File: src/rtl/plc_io_scan_dma_if.sv
// Scan-engine control and image-memory port bundle; suffixes are from the engine's side.
// master = scan engine, slave = CPU/memory side driving start/mode/hold and read data.
interface plc_io_scan_dma_if #(
    parameter int AW = 5
);
    logic          start_i;
    logic [1:0]    mode_i;
    logic          hold_i;
    logic          busy_o;
    logic          done_o;
    logic [AW-1:0] mem_a_o;
    logic          mem_di_o;
    logic          mem_we_o;
    logic          mem_dq_i;

    modport master (
        input  start_i, mode_i, hold_i, mem_dq_i,
        output busy_o, done_o, mem_a_o, mem_di_o, mem_we_o
    );

    modport slave (
        output start_i, mode_i, hold_i, mem_dq_i,
        input  busy_o, done_o, mem_a_o, mem_di_o, mem_we_o
    );
endinterface

File: src/rtl/plc_io_scan_dma.sv
// PLC I/O scan engine: snapshots inputs into image memory, reads outputs back, commits them atomically.
// Latency (no hold): mode 11 N_IN+N_OUT+2, mode 01 N_IN+1, mode 10 N_OUT+2, mode 00 1 cycle.
// Backpressure: hold_i stalls the write/read sequencer one cycle per asserted cycle; start ignored while busy.
module plc_io_scan_dma #(
    parameter int N_IN     = 16,
    parameter int N_OUT    = 16,
    parameter int AW       = 5,
    parameter int IN_BASE  = 0,
    parameter int OUT_BASE = 16
) (
    input  logic                 clk,
    input  logic                 rst_n,
    plc_io_scan_dma_if.master    bus,
    input  logic [N_IN-1:0]      in_i,
    output logic [N_OUT-1:0]     out_o
);
    localparam int NMAX = (N_IN > N_OUT) ? N_IN : N_OUT;
    localparam int CW   = (NMAX > 1) ? $clog2(NMAX) : 1;
    localparam logic [CW-1:0] IN_LAST    = CW'(N_IN - 1);
    localparam logic [CW-1:0] OUT_LAST   = CW'(N_OUT - 1);
    localparam logic [AW-1:0] IN_BASE_A  = AW'(IN_BASE);
    localparam logic [AW-1:0] OUT_BASE_A = AW'(OUT_BASE);

    typedef enum logic [2:0] {
        S_IDLE,
        S_IN_SCAN,
        S_OUT_RD,
        S_OUT_DRAIN,
        S_FIN
    } state_t;

    state_t             state_q, state_d;
    logic [CW-1:0]      k_q, k_d;
    logic               do_out_q, do_out_d;
    logic [N_IN-1:0]    snap_q, snap_d;
    logic [N_OUT-1:0]   shadow_q, shadow_d;
    logic [N_OUT-1:0]   out_q, out_d;
    logic               rd_pend_q, rd_pend_d;
    logic [CW-1:0]      rd_idx_q, rd_idx_d;

    always_ff @(posedge clk or negedge rst_n) begin
        if (!rst_n) begin
            state_q   <= S_IDLE;
            k_q       <= '0;
            do_out_q  <= 1'b0;
            snap_q    <= '0;
            shadow_q  <= '0;
            out_q     <= '0;
            rd_pend_q <= 1'b0;
            rd_idx_q  <= '0;
        end else begin
            state_q   <= state_d;
            k_q       <= k_d;
            do_out_q  <= do_out_d;
            snap_q    <= snap_d;
            shadow_q  <= shadow_d;
            out_q     <= out_d;
            rd_pend_q <= rd_pend_d;
            rd_idx_q  <= rd_idx_d;
        end
    end

    always_comb begin
        state_d   = state_q;
        k_d       = k_q;
        do_out_d  = do_out_q;
        snap_d    = snap_q;
        shadow_d  = shadow_q;
        out_d     = out_q;
        rd_pend_d = 1'b0;
        rd_idx_d  = rd_idx_q;

        // A read issued last cycle always lands, regardless of hold this cycle.
        if (rd_pend_q) begin
            shadow_d[rd_idx_q] = bus.mem_dq_i;
        end

        case (state_q)
            S_IDLE: begin
                if (bus.start_i) begin
                    do_out_d = bus.mode_i[1];
                    snap_d   = in_i;
                    k_d      = '0;
                    case (bus.mode_i)
                        2'b00:   state_d = S_FIN;
                        2'b10:   state_d = S_OUT_RD;
                        default: state_d = S_IN_SCAN;
                    endcase
                end
            end
            S_IN_SCAN: begin
                if (!bus.hold_i) begin
                    if (k_q == IN_LAST) begin
                        k_d     = '0;
                        state_d = do_out_q ? S_OUT_RD : S_FIN;
                    end else begin
                        k_d = k_q + CW'(1);
                    end
                end
            end
            S_OUT_RD: begin
                if (!bus.hold_i) begin
                    rd_pend_d = 1'b1;
                    rd_idx_d  = k_q;
                    if (k_q == OUT_LAST) begin
                        k_d     = '0;
                        state_d = S_OUT_DRAIN;
                    end else begin
                        k_d = k_q + CW'(1);
                    end
                end
            end
            S_OUT_DRAIN: begin
                // shadow_d already holds the final bit, so every output flips on this one edge.
                out_d   = shadow_d;
                state_d = S_FIN;
            end
            S_FIN: begin
                state_d = S_IDLE;
            end
            default: begin
                state_d = S_IDLE;
            end
        endcase
    end

    always_comb begin
        bus.mem_a_o  = '0;
        bus.mem_di_o = 1'b0;
        bus.mem_we_o = 1'b0;
        case (state_q)
            S_IN_SCAN: begin
                bus.mem_a_o  = IN_BASE_A + AW'(k_q);
                bus.mem_di_o = snap_q[k_q];
                bus.mem_we_o = ~bus.hold_i;
            end
            S_OUT_RD: begin
                bus.mem_a_o = OUT_BASE_A + AW'(k_q);
            end
            default: ;
        endcase
    end

    assign bus.busy_o = (state_q != S_IDLE);
    assign bus.done_o = (state_q == S_FIN);
    assign out_o      = out_q;
endmodule

File: src/flat_wrapper.sv
// flat-port wrapper written by rule: the top's interface ports become plain ports
module plc_io_scan_dma_flat 
#(
    parameter int N_IN     = 16,
    parameter int N_OUT    = 16,
    parameter int AW       = 5,
    parameter int IN_BASE  = 0,
    parameter int OUT_BASE = 16
)
  (clk, rst_n, in_i, out_o, bus_start_i, bus_mode_i, bus_hold_i, bus_mem_dq_i, bus_busy_o, bus_done_o, bus_mem_a_o, bus_mem_di_o, bus_mem_we_o);
  plc_io_scan_dma_if #(.AW(AW)) bus_i ();
  input  logic clk;
  input  logic rst_n;
  input  logic [N_IN-1:0] in_i;
  output logic [N_OUT-1:0] out_o;
  input wire logic [$bits(bus_i.start_i)-1:0] bus_start_i;
  input wire logic [$bits(bus_i.mode_i)-1:0] bus_mode_i;
  input wire logic [$bits(bus_i.hold_i)-1:0] bus_hold_i;
  input wire logic [$bits(bus_i.mem_dq_i)-1:0] bus_mem_dq_i;
  output wire logic [$bits(bus_i.busy_o)-1:0] bus_busy_o;
  output wire logic [$bits(bus_i.done_o)-1:0] bus_done_o;
  output wire logic [$bits(bus_i.mem_a_o)-1:0] bus_mem_a_o;
  output wire logic [$bits(bus_i.mem_di_o)-1:0] bus_mem_di_o;
  output wire logic [$bits(bus_i.mem_we_o)-1:0] bus_mem_we_o;
  assign bus_i.start_i = bus_start_i;
  assign bus_i.mode_i = bus_mode_i;
  assign bus_i.hold_i = bus_hold_i;
  assign bus_i.mem_dq_i = bus_mem_dq_i;
  assign bus_busy_o = bus_i.busy_o;
  assign bus_done_o = bus_i.done_o;
  assign bus_mem_a_o = bus_i.mem_a_o;
  assign bus_mem_di_o = bus_i.mem_di_o;
  assign bus_mem_we_o = bus_i.mem_we_o;
  plc_io_scan_dma #(.N_IN(N_IN), .N_OUT(N_OUT), .AW(AW), .IN_BASE(IN_BASE), .OUT_BASE(OUT_BASE)) u_core (.clk(clk), .rst_n(rst_n), .bus(bus_i), .in_i(in_i), .out_o(out_o));
endmodule
File: config.mk
export PLATFORM = sky130hd
export DESIGN_NAME = plc_io_scan_dma_flat
export DESIGN_NICKNAME = d
export VERILOG_FILES = /design/src/rtl/plc_io_scan_dma_if.sv /design/src/rtl/plc_io_scan_dma.sv /design/src/flat_wrapper.sv
export SDC_FILE = /design/constraint.sdc
export NUM_CORES = 1
export LEC_CHECK = 0
export BUFFER_PORTS_ARGS = -buffer_cell sky130_fd_sc_hd__buf_4
export CORE_MARGIN = 3
export CORE_UTILIZATION = 45
export CTS_BUF_LIST = sky130_fd_sc_hd__clkbuf_8
export CTS_CLUSTER_DIAMETER = 40
export DETAILED_ROUTE_END_ITERATION = 12
export PLACE_DENSITY = 0.67
export SLEW_MARGIN = 20
export SYNTH_ARGS = -nofsm -noshare
export SYNTH_HDL_FRONTEND = slang
export SYNTH_SLANG_ARGS = --single-unit
File: constraint.sdc
create_clock -name clk -period 3 [get_ports clk]
set_input_delay 0.15 -clock clk [delete_from_list [all_inputs] [get_ports clk]]
set_output_delay 0.15 -clock clk [all_outputs]
set_load 0.01 [all_outputs]
==> out/qor.yml, run 1 <==
numCtsBuffers: 9
synth_ff_type: "dfrtp_1"
cp.required_ps: 2850
regToRegStartpoint: "u_core.k_q[0]$_DFFE_PN0P_"
r2r_end: "u_core.state_q[0]$_DFFE_PN0P_"
worstSetupPathType: "flip-flop to output pin"
min_from: "in_i[15]"
rr_worst_depth: 4
worst-path-max-fanout: 12
synth_commonest_cells: "dfrtp_1, mux2_2, nor2_1, nand3_1"
hold_path_class: "input port to flip-flop"
syn-num-nets: 240
p_switching_mw: 1.03
place.gp.congestion: 0.778
cap_viol_max_count: 0
met2_usage_pct: 23.8
die_x_um: 84.9
pwr-share-comb_pct: 34.7
postCtsSetupRepairBufs: 0
start_util_pct: 47.0
top_level_ports: 48
die_h_um: 84.9
status: "finished clean"
vias_per_cell: 5.25
fin_nets: 287
p_sw_share_pct: 32.1
area_delta_synth_final_pct: 20.8
cts_tree: "yes"
syn_avg_cell_area_um2: 13.0
vias: 1800
antenna_found_initial: 0
row_count: 28
p_int_mw: 2.17
design.core.area_mm2: 0.00596
antenna_cells: 0
htree_levels: 3
fin_crit_sh_pct: 70.8
cts_resized: 0
hold_violations: 0
netlist_instances: 216
finClkSkew_ps: 9.13
synth_most_common_cell: "dfrtp_1"
root_buffer: "clkbuf_8"
place_inst: 326
route.detailed.drc: 0
use_met1_pct: 21.0
final_util_pct: 56.7
path_cells: "mux4_2 > o2111ai_1 > a21oi_1 > buf_4"
synth.distinct_cells: 39
ir_drop_uv: 468
hold_buffers: 1
max_stage_delay_ps: 640
path_clk_slew_ps: 70
grt_overflow: 0
critPathLaunchType: "flip-flop"
min_to: "u_core.snap_q[15]$_DFFE_PN0P_"
routedWlPerCell_um: 15.0
synth_warnings: 0
grt_use_total_pct: 15.6
synth_seq_cells: 61
grt_max_degree: 62
tightestPinTransition_ps: 790
clk_latency_ps: 320
dieArea_mm2: 0.00720
port_buffers: 47
slew_headroom_pct: 47.2
power_density_mw_per_mm2: 946
fin_cells: 343
grt_pass1_vias: 1852
finalSetupTns_ps: 0
gr-usage-met3_pct: 3.40
synth.area.top_cells: "dfrtp_1, mux2_2, nor2_1"
dpl.hpwl_um: 3560
hold_depth: 2
dr.pass1.iters: 4
synth_edf_count: 0
synth_top_area_share_pct: 54.6
seq_power_share_pct: 43.5
rrSetupSlack_ps: 1020
crit_arrival_ps: 1970
syn_area_mm2: 0.00280
slew_viol_final: 0
grt_pass1_wl_um: 8930
fmax_ghz: 0.471
drt_iter0_drc: 142
antenna_left: 0
endpoint_kind: "output pin"
synth_seq_area_share_pct: 54.6
synthArstFlopShare_pct: 100
rsz0062_at_grt: "no"
routed_wirelength_um: 5130
crit_slowest_cell: "dfrtp_1"
power_frac_clock_pct: 21.8
min_period_ps: 2120
cts.sinks: 61
setup_violations: 0
power.leakage_nw: 1.59
clockBufferDepth: 2
synth_top_cell_by_area: "dfrtp_1"
grt-busiest-layer: "met2"
drive_gt1_share_pct: 47.0
cells by family (layout without fill, tap and decap cells):
logic type | Yosys count | in the layout | synth area share [%]
mux | 61 | 61 | 25.2
flops | 61 | 61 | 54.6
compound gates | 14 | 14 | 3.89
fa+ha+maj | 1 | 1 | 0.447
simple gates | 62 | 62 | 12.4
xor+xnor | 1 | 1 | 0.582
buf+inv | 16 | 68 | 2.95
per-stage QoR:
step | total power, mW | hold WS [ps] | setup slack (ps) | area [um^2]
after global placement | 2.50 | 278 | 1090 | 3180
after global routing | 3.42 | 44.9 | 727 | 3380
after detailed placement | 2.53 | 277 | 1020 | 3180
final | 3.20 | 54.4 | 876 | 3380
after CTS | 3.24 | 41.2 | 826 | 3380
after floorplan | 2.18 | -146 | 1240 | 2800
worst max-delay path, delay by kind of cell, from the launching register on:
kind | cells | cell delay [ps]
AO/OA/AOI/OAI | 2 | 280
buffers and inverters | 1 | 150
flip-flops | 1 | 640
multiplexers | 1 | 570
final cells by class:
class	instances	area (um^2)
fillers	534	2580
flip-flops and latches	61	1530
multi-input cells	139	1190
repair buffers	48	363
clock buffers	10	138
well taps	75	93.8
clock inverters	6	55.1
inverters	4	15.0
layout by cell type, fill, tap and decap left out, drive strengths merged, types with 2 or more instances in the layout:
cell type  count
mux2i          4
nand3          7
nor2          20
inv            6
nand2b         5
dfrtp         61
o211ai         2
nor3           3
buf           47
mux2          55
a21oi          3
mux4           2
nand3b         5
and2           6
nor3b          2
or3            2
clkbuf        10
nor2b          2
nand2          6
clkinv         2
how the worst max path moves through the flow:
stage / start / end / depth (start not counted)
2_1_floorplan: u_core.state_q[1]$_DFFE_PN0P_ / u_core.snap_q[10]$_DFFE_PN0P_ / 5
6_report: u_core.k_q[0]$_DFFE_PN0P_ / bus_mem_di_o / 4
4_1_cts: u_core.k_q[0]$_DFFE_PN0P_ / bus_mem_di_o / 4
3_5_place_dp: u_core.state_q[0]$_DFFE_PN0P_ / u_core.out_o[13]$_DFFE_PN0N_ / 2
5_1_grt: u_core.k_q[0]$_DFFE_PN0P_ / bus_mem_di_o / 4
3_3_place_gp: u_core.k_q[0]$_DFFE_PN0P_ / u_core.state_q[0]$_DFFE_PN0P_ / 4
registers in the layout, summed over array words and instances, names as in the netlist:
register	count
u_core.state_q	3
u_core.do_out_q	1
u_core.out_o	16
u_core.rd_idx_q	4
u_core.snap_q	16
u_core.shadow_q	16
u_core.rd_pend_q	1
u_core.k_q	4
layer usage:
metal / vias to the layer above / wire length [um] / share of wire (%)
met2: 41 / 2460 / 48
met5: - / 0 / 0
met4: 0 / 55 / 1.1
met3: 4 / 232 / 4.5
li1: 860 / - / -
met1: 895 / 2380 / 46
power by group through the flow:
stage                     clock [mW]  sequential [mW]  combinational [mW]
after floorplan                    0             1.28               0.900
after global placement             0             1.40                1.10
after detailed placement           0             1.41                1.12
after CTS                      0.718             1.39                1.13
after global routing           0.760             1.44                1.22
final                          0.696             1.39                1.11
Power figures use the tool's default switching activity.
==> inputs of run 2 (changes only) <==
==> constraint.sdc (replaced) <==
create_clock -name clk -period 1.96 [get_ports clk]
set_input_delay 0.098 -clock clk [delete_from_list [all_inputs] [get_ports clk]]
set_output_delay 0.098 -clock clk [all_outputs]
set_load 0.01 [all_outputs]
==> out/qor.yml, run 2 (synthesis gave the netlist of run 1 again) <==
dr.pass1.iters: 4
antenna_cells: 0
fmax_ghz: 0.527
cap_viol_max_count: 0
max_stage_delay_ps: 510
finalPower_mw: 5.10
critPathBufInv: 2
antenna_found_initial: 0
slew_headroom_pct: 49.5
multiInputGateArea_mm2: 0.00119
pwr-share-comb_pct: 38.1
drt_iter0_drc: 116
grt_overflow: 0
regArea_mm2: 0.00153
hold_depth: 2
p_int_mw: 3.45
slew_viol_final: 0
min_period_ps: 1900
status: "finished clean"
p_sw_share_pct: 32.3
final_cell_mix: "dfrtp_1, mux2_2, buf_4, nor2_1, dlygate4sd3_1"
clockBufferDepth: 2
fin_hold_ws_ps: 22.8
antenna_left: 0
fin_cells: 366
dpl.hpwl_um: 3620
numCtsBuffers: 9
endpoint_kind: "output pin"
port_buffers: 47
fin_crit_sh_pct: 96.9
worstSetupPathType: "flip-flop to output pin"
row_count: 28
design.core.area_mm2: 0.00596
area_delta_synth_final_pct: 29.1
rr_worst_depth: 4
die_h_um: 84.9
path_delay_family: "multiplexers"
rsz0062_at_grt: "yes"
vias_per_cell: 5.24
setup_violations: 0
grt_pass1_wl_um: 9410
top_level_ports: 48
critPathLaunchType: "flip-flop"
p_switching_mw: 1.65
dieArea_mm2: 0.00720
power_frac_clock_pct: 21.3
final_common_cell: "dfrtp_1"
min_to: "u_core.do_out_q$_DFFE_PN0P_"
cts.sinks: 61
grt_pass1_vias: 1963
route.detailed.drc: 0
fillers: 498
seq_power_share_pct: 40.6
place_inst: 333
root_buffer: "clkbuf_8"
fin_nets: 310
drive_gt1_share_pct: 46.4
die_x_um: 84.9
path_cells: "buf_6 > mux4_2 > o2111ai_1 > a21oi_1 > buf_4"
hold_violations: 0
grt_max_degree: 62
cts_tree: "yes"
tightestPinTransition_ps: 758
routedWlPerCell_um: 15.0
routed_wirelength_um: 5480
worst-path-max-fanout: 11
place.gp.congestion: 0.774
power.leakage_nw: 1.69
path_clk_slew_ps: 60
clk_latency_ps: 340
start_util_pct: 47.0
power_density_mw_per_mm2: 1410
htree_levels: 3
final_util_pct: 60.7
grt_use_total_pct: 16.9
finClkSkew_ps: 7.22
vias: 1919
r2r_end: "u_core.k_q[2]$_DFFE_PN0P_"
hold_path_class: "input port to flip-flop"
min_from: "bus_mode_i[1]"
crit_slowest_cell: "mux4_2"
cp.required_ps: 1860
ir_drop_uv: 877
regToRegStartpoint: "u_core.state_q[1]$_DFFE_PN0P_"
rrSetupSlack_ps: 90
crit_arrival_ps: 1800
finalSetupTns_ps: 0
run 2: cell count changes in the layout (fill, tap and decap cells not counted), sizes merged:
cell / before / now
buf: 47 / 54
dlygate4sd3: 1 / 17
run 2: how the worst max path moves through the flow:
stage                                   from                       endpoint  slack, ps  cells after the start
2_1_floorplan  u_core.state_q[1]$_DFFE_PN0P_  u_core.snap_q[10]$_DFFE_PN0P_        200                      5
3_3_place_gp   u_core.state_q[0]$_DFFE_PN0P_      u_core.k_q[2]$_DFFE_PN0P_        200                      4
3_5_place_dp   u_core.state_q[0]$_DFFE_PN0P_      u_core.k_q[2]$_DFFE_PN0P_        120                      4
4_1_cts            u_core.k_q[0]$_DFFE_PN0P_                   bus_mem_di_o        0.7                      5
5_1_grt            u_core.k_q[0]$_DFFE_PN0P_                   bus_mem_di_o        -40                      5
6_report           u_core.k_q[0]$_DFFE_PN0P_                   bus_mem_di_o         60                      5
run 2: area by class of cell:
class | count | area share, %
Sequential cell | 61 | 42.3
Timing Repair Buffer | 71 | 16.4
Clock buffer | 10 | 3.81
Inverter | 4 | 0.416
Tap cell | 75 | 2.60
Clock inverter | 6 | 1.52
Multi-Input combinational cell | 139 | 33.0
run 2: per-stage QoR:
step / setup slack (ps) / cell area [um^2]
6_report: 60.8 / 3610
5_1_grt: -39.2 / 3610
4_1_cts: 0.712 / 3610
3_5_place_dp: 117 / 3240
3_3_place_gp: 201 / 3240
2_1_floorplan: 202 / 2800
run 2: power by group through the flow:
stage               combinational [mW]  sequential [mW]  clock (mW)
global placement                  1.88             2.06           0
CTS                               1.94             2.07        1.12
finish                            1.94             2.07        1.09
floorplan                         1.38             1.96           0
detailed placement                1.91             2.09           0
global route                      2.12             2.15        1.20
run 2: metal layers:
metal	global-route usage [%]	wire [um]	vias up
met4	6.91	87	0
met2	25.6	2630	35
met5	0	0	-
met3	5.34	248	7
li1	-	-	914
met1	22.5	2510	963
run 2: what timing repair did:
item	in CTS	in global routing
endpoints found under the hold margin	77	0
setup buffers	0	0
hold buffers	17	0
endpoints found under the setup margin	2	5
resized for setup	1	2
==> inputs of run 3 (changes only) <==
--- a/config.mk
+++ b/config.mk
@@ -5,6 +5,7 @@
 export SDC_FILE = /design/constraint.sdc
 export NUM_CORES = 1
 export LEC_CHECK = 0
+export ABC_AREA = 1
 export BUFFER_PORTS_ARGS = -buffer_cell sky130_fd_sc_hd__buf_4
 export CORE_MARGIN = 3
 export CORE_UTILIZATION = 45
==> out/qor.yml, run 3 <==
synth_top_cell_by_area: "dfrtp_1"
use_met1_pct: 20.9
hold_violations: 0
setup_violations: 0
grt_use_total_pct: 16.3
grt_pass1_wl_um: 9730
path_cells: "inv_1 > nand2_1 > nand3_1 > nand3_1 > nand3_1 > a21oi_1 > buf_4"
syn_avg_cell_area_um2: 8.66
final_cell_mix: "nand2_1, dfrtp_1, buf_4, inv_1, nor2_1"
synth_seq_cells: 61
grt_overflow: 0
hold_path_class: "input port to flip-flop"
path_clk_slew_ps: 70
area_delta_synth_final_pct: 23.6
status: "finished clean"
netlist_instances: 344
ir_drop_uv: 655
crit_slowest_cell: "dfrtp_2"
rsz0062_at_grt: "no"
post-route-cell-area_mm2: 0.00368
dpl.hpwl_um: 4070
grt-busiest-layer: "met2"
dr.pass1.iters: 4
htree_levels: 3
cap_viol_max_count: 0
final_common_cell: "nand2_1"
clockBufferDepth: 2
vias_per_cell: 4.74
syn_area_mm2: 0.00298
route.detailed.drc: 0
fin_nets: 432
synth_warnings: 0
synth_most_common_cell: "nand2_1"
synth.area.top_cells: "dfrtp_1, nand2_1, nor2_1"
power_density_mw_per_mm2: 1360
fillers: 558
numCtsBuffers: 9
grt_max_degree: 62
synth_commonest_cells: "nand2_1, dfrtp_1, nor2_1, inv_1, nand3_1"
design.core.area_mm2: 0.00639
gr-usage-met3_pct: 3.03
cts.sinks: 61
synth_ff_type: "dfrtp_1"
slew_headroom_pct: 49.5
fmax_ghz: 0.564
finClkSkew_ps: 8.07
die_x_um: 87.4
start_util_pct: 46.6
root_buffer: "clkbuf_8"
cp.required_ps: 1860
place_area_mm2: 0.00336
die_h_um: 87.4
antenna_found_initial: 0
cts_tree: "yes"
clk_latency_ps: 340
synthArstFlopShare_pct: 100
synth_edf_count: 0
crit_arrival_ps: 1670
antenna_left: 0
top_level_ports: 48
synth_top_area_share_pct: 51.2
place.gp.congestion: 0.804
fin_crit_sh_pct: 90.5
endpoint_kind: "output pin"
critPathLaunchType: "flip-flop"
worstSetupPathType: "flip-flop to output pin"
min_period_ps: 1770
synth_seq_area_share_pct: 51.2
syn-num-nets: 368
vias: 2321
met2_usage_pct: 26.1
drive_gt1_share_pct: 29.1
finalSetupTns_ps: 0
max_stage_delay_ps: 530
dieArea_mm2: 0.00763
postCtsSetupRepairBufs: 0
drt_iter0_drc: 91
slew_viol_final: 0
routedWlPerCell_um: 11.8
antenna_cells: 0
grt_pass1_vias: 2183
port_buffers: 47
routed_wirelength_um: 5770
row_count: 29
worst-path-max-fanout: 17
tightestPinTransition_ps: 757
synth.distinct_cells: 32
power.leakage_nw: 1.88
crit_top_cell: "nand3_1"
==> run 3: repair_timing <==
| action | in CTS | in global routing |
|---|---|---|
| hold endpoints to repair | 75 | 0 |
| gates resized for setup | 1 | 0 |
| hold buffers | 15 | 0 |
| setup endpoints to repair | 1 | 0 |
==> run 3: cell type report <==
| type | count | area, um^2 | area share (%) |
|---|---|---|---|
| Inverter | 49 | 184 | 4.99 |
| Multi-Input combinational cell | 224 | 1190 | 32.4 |
| Clock buffer | 11 | 151 | 4.11 |
| Tap cell | 77 | 96.3 | 2.62 |
| Timing Repair Buffer | 63 | 510 | 13.9 |
| Clock inverter | 5 | 20.0 | 0.543 |
| Sequential cell | 61 | 1530 | 41.5 |
==> run 3: kinds of logic after synthesis <==
group | count (synthesis) | synth area share [%]
AO/OA/AOI/OAI | 48 | 10.8
XOR/XNOR | 1 | 0.294
adder cells (fa/ha/maj) | 1 | 0.420
buffers and inverters | 59 | 8.69
flip-flops | 61 | 51.2
multiplexers | 4 | 1.89
AND/OR/NAND/NOR | 170 | 26.6
==> run 3: final timing paths <==
kind / start / end / slack, ps / cells after the start
hold reg to reg: u_core.out_o[5]$_DFFE_PN0N_ / u_core.out_o[5]$_DFFE_PN0N_ / 480 / 2
setup / recovery: u_core.k_q[0]$_DFFE_PN0P_ / bus_mem_di_o / 190 / 7
setup reg to reg: u_core.state_q[1]$_DFFE_PN0P_ / u_core.snap_q[6]$_DFFE_PN0P_ / 470 / 7
min in group asynchronous: rst_n / u_core.shadow_q[3]$_DFF_PN0_ / 370 / 2
hold / removal: in_i[3] / u_core.snap_q[3]$_DFFE_PN0P_ / 9 / 3
max in group asynchronous: rst_n / u_core.k_q[0]$_DFFE_PN0P_ / 1060 / 2
==> run 3: power breakdown <==
group | switching, mW | internal, mW
clock | 0.465 | 0.508
sequential | 0.293 | 1.75
combinational | 1.15 | 0.851
total | 1.90 | 3.11
==> run 3: per-stage QoR <==
step	hold WS (ps)	cells	utilization (%)	setup WS [ps]	power, mW
6_report	8.77	490	57.7	187	5.01
3_3_place_gp	225	459	52.6	434	4.00
5_1_grt	20.6	490	57.7	76.8	5.42
3_5_place_dp	230	459	52.6	378	4.05
4_1_cts	1.17	490	57.7	175	5.07
2_1_floorplan	-198	344	-	645	3.46
==> run 3: per-layer routing <==
layer  share of wire (%)  routed length [um]
met1                  47                2730
met2                  46                2670
met3                 4.3                 247
met4                 2.1                 119
met5                   0                   0
==> run 3: critical path: cells and delay by family (launching register included) <==
kind	cells	cell delay (ps)
compound gates	1	180
buf+inv	2	310
flops	1	530
simple gates	4	320
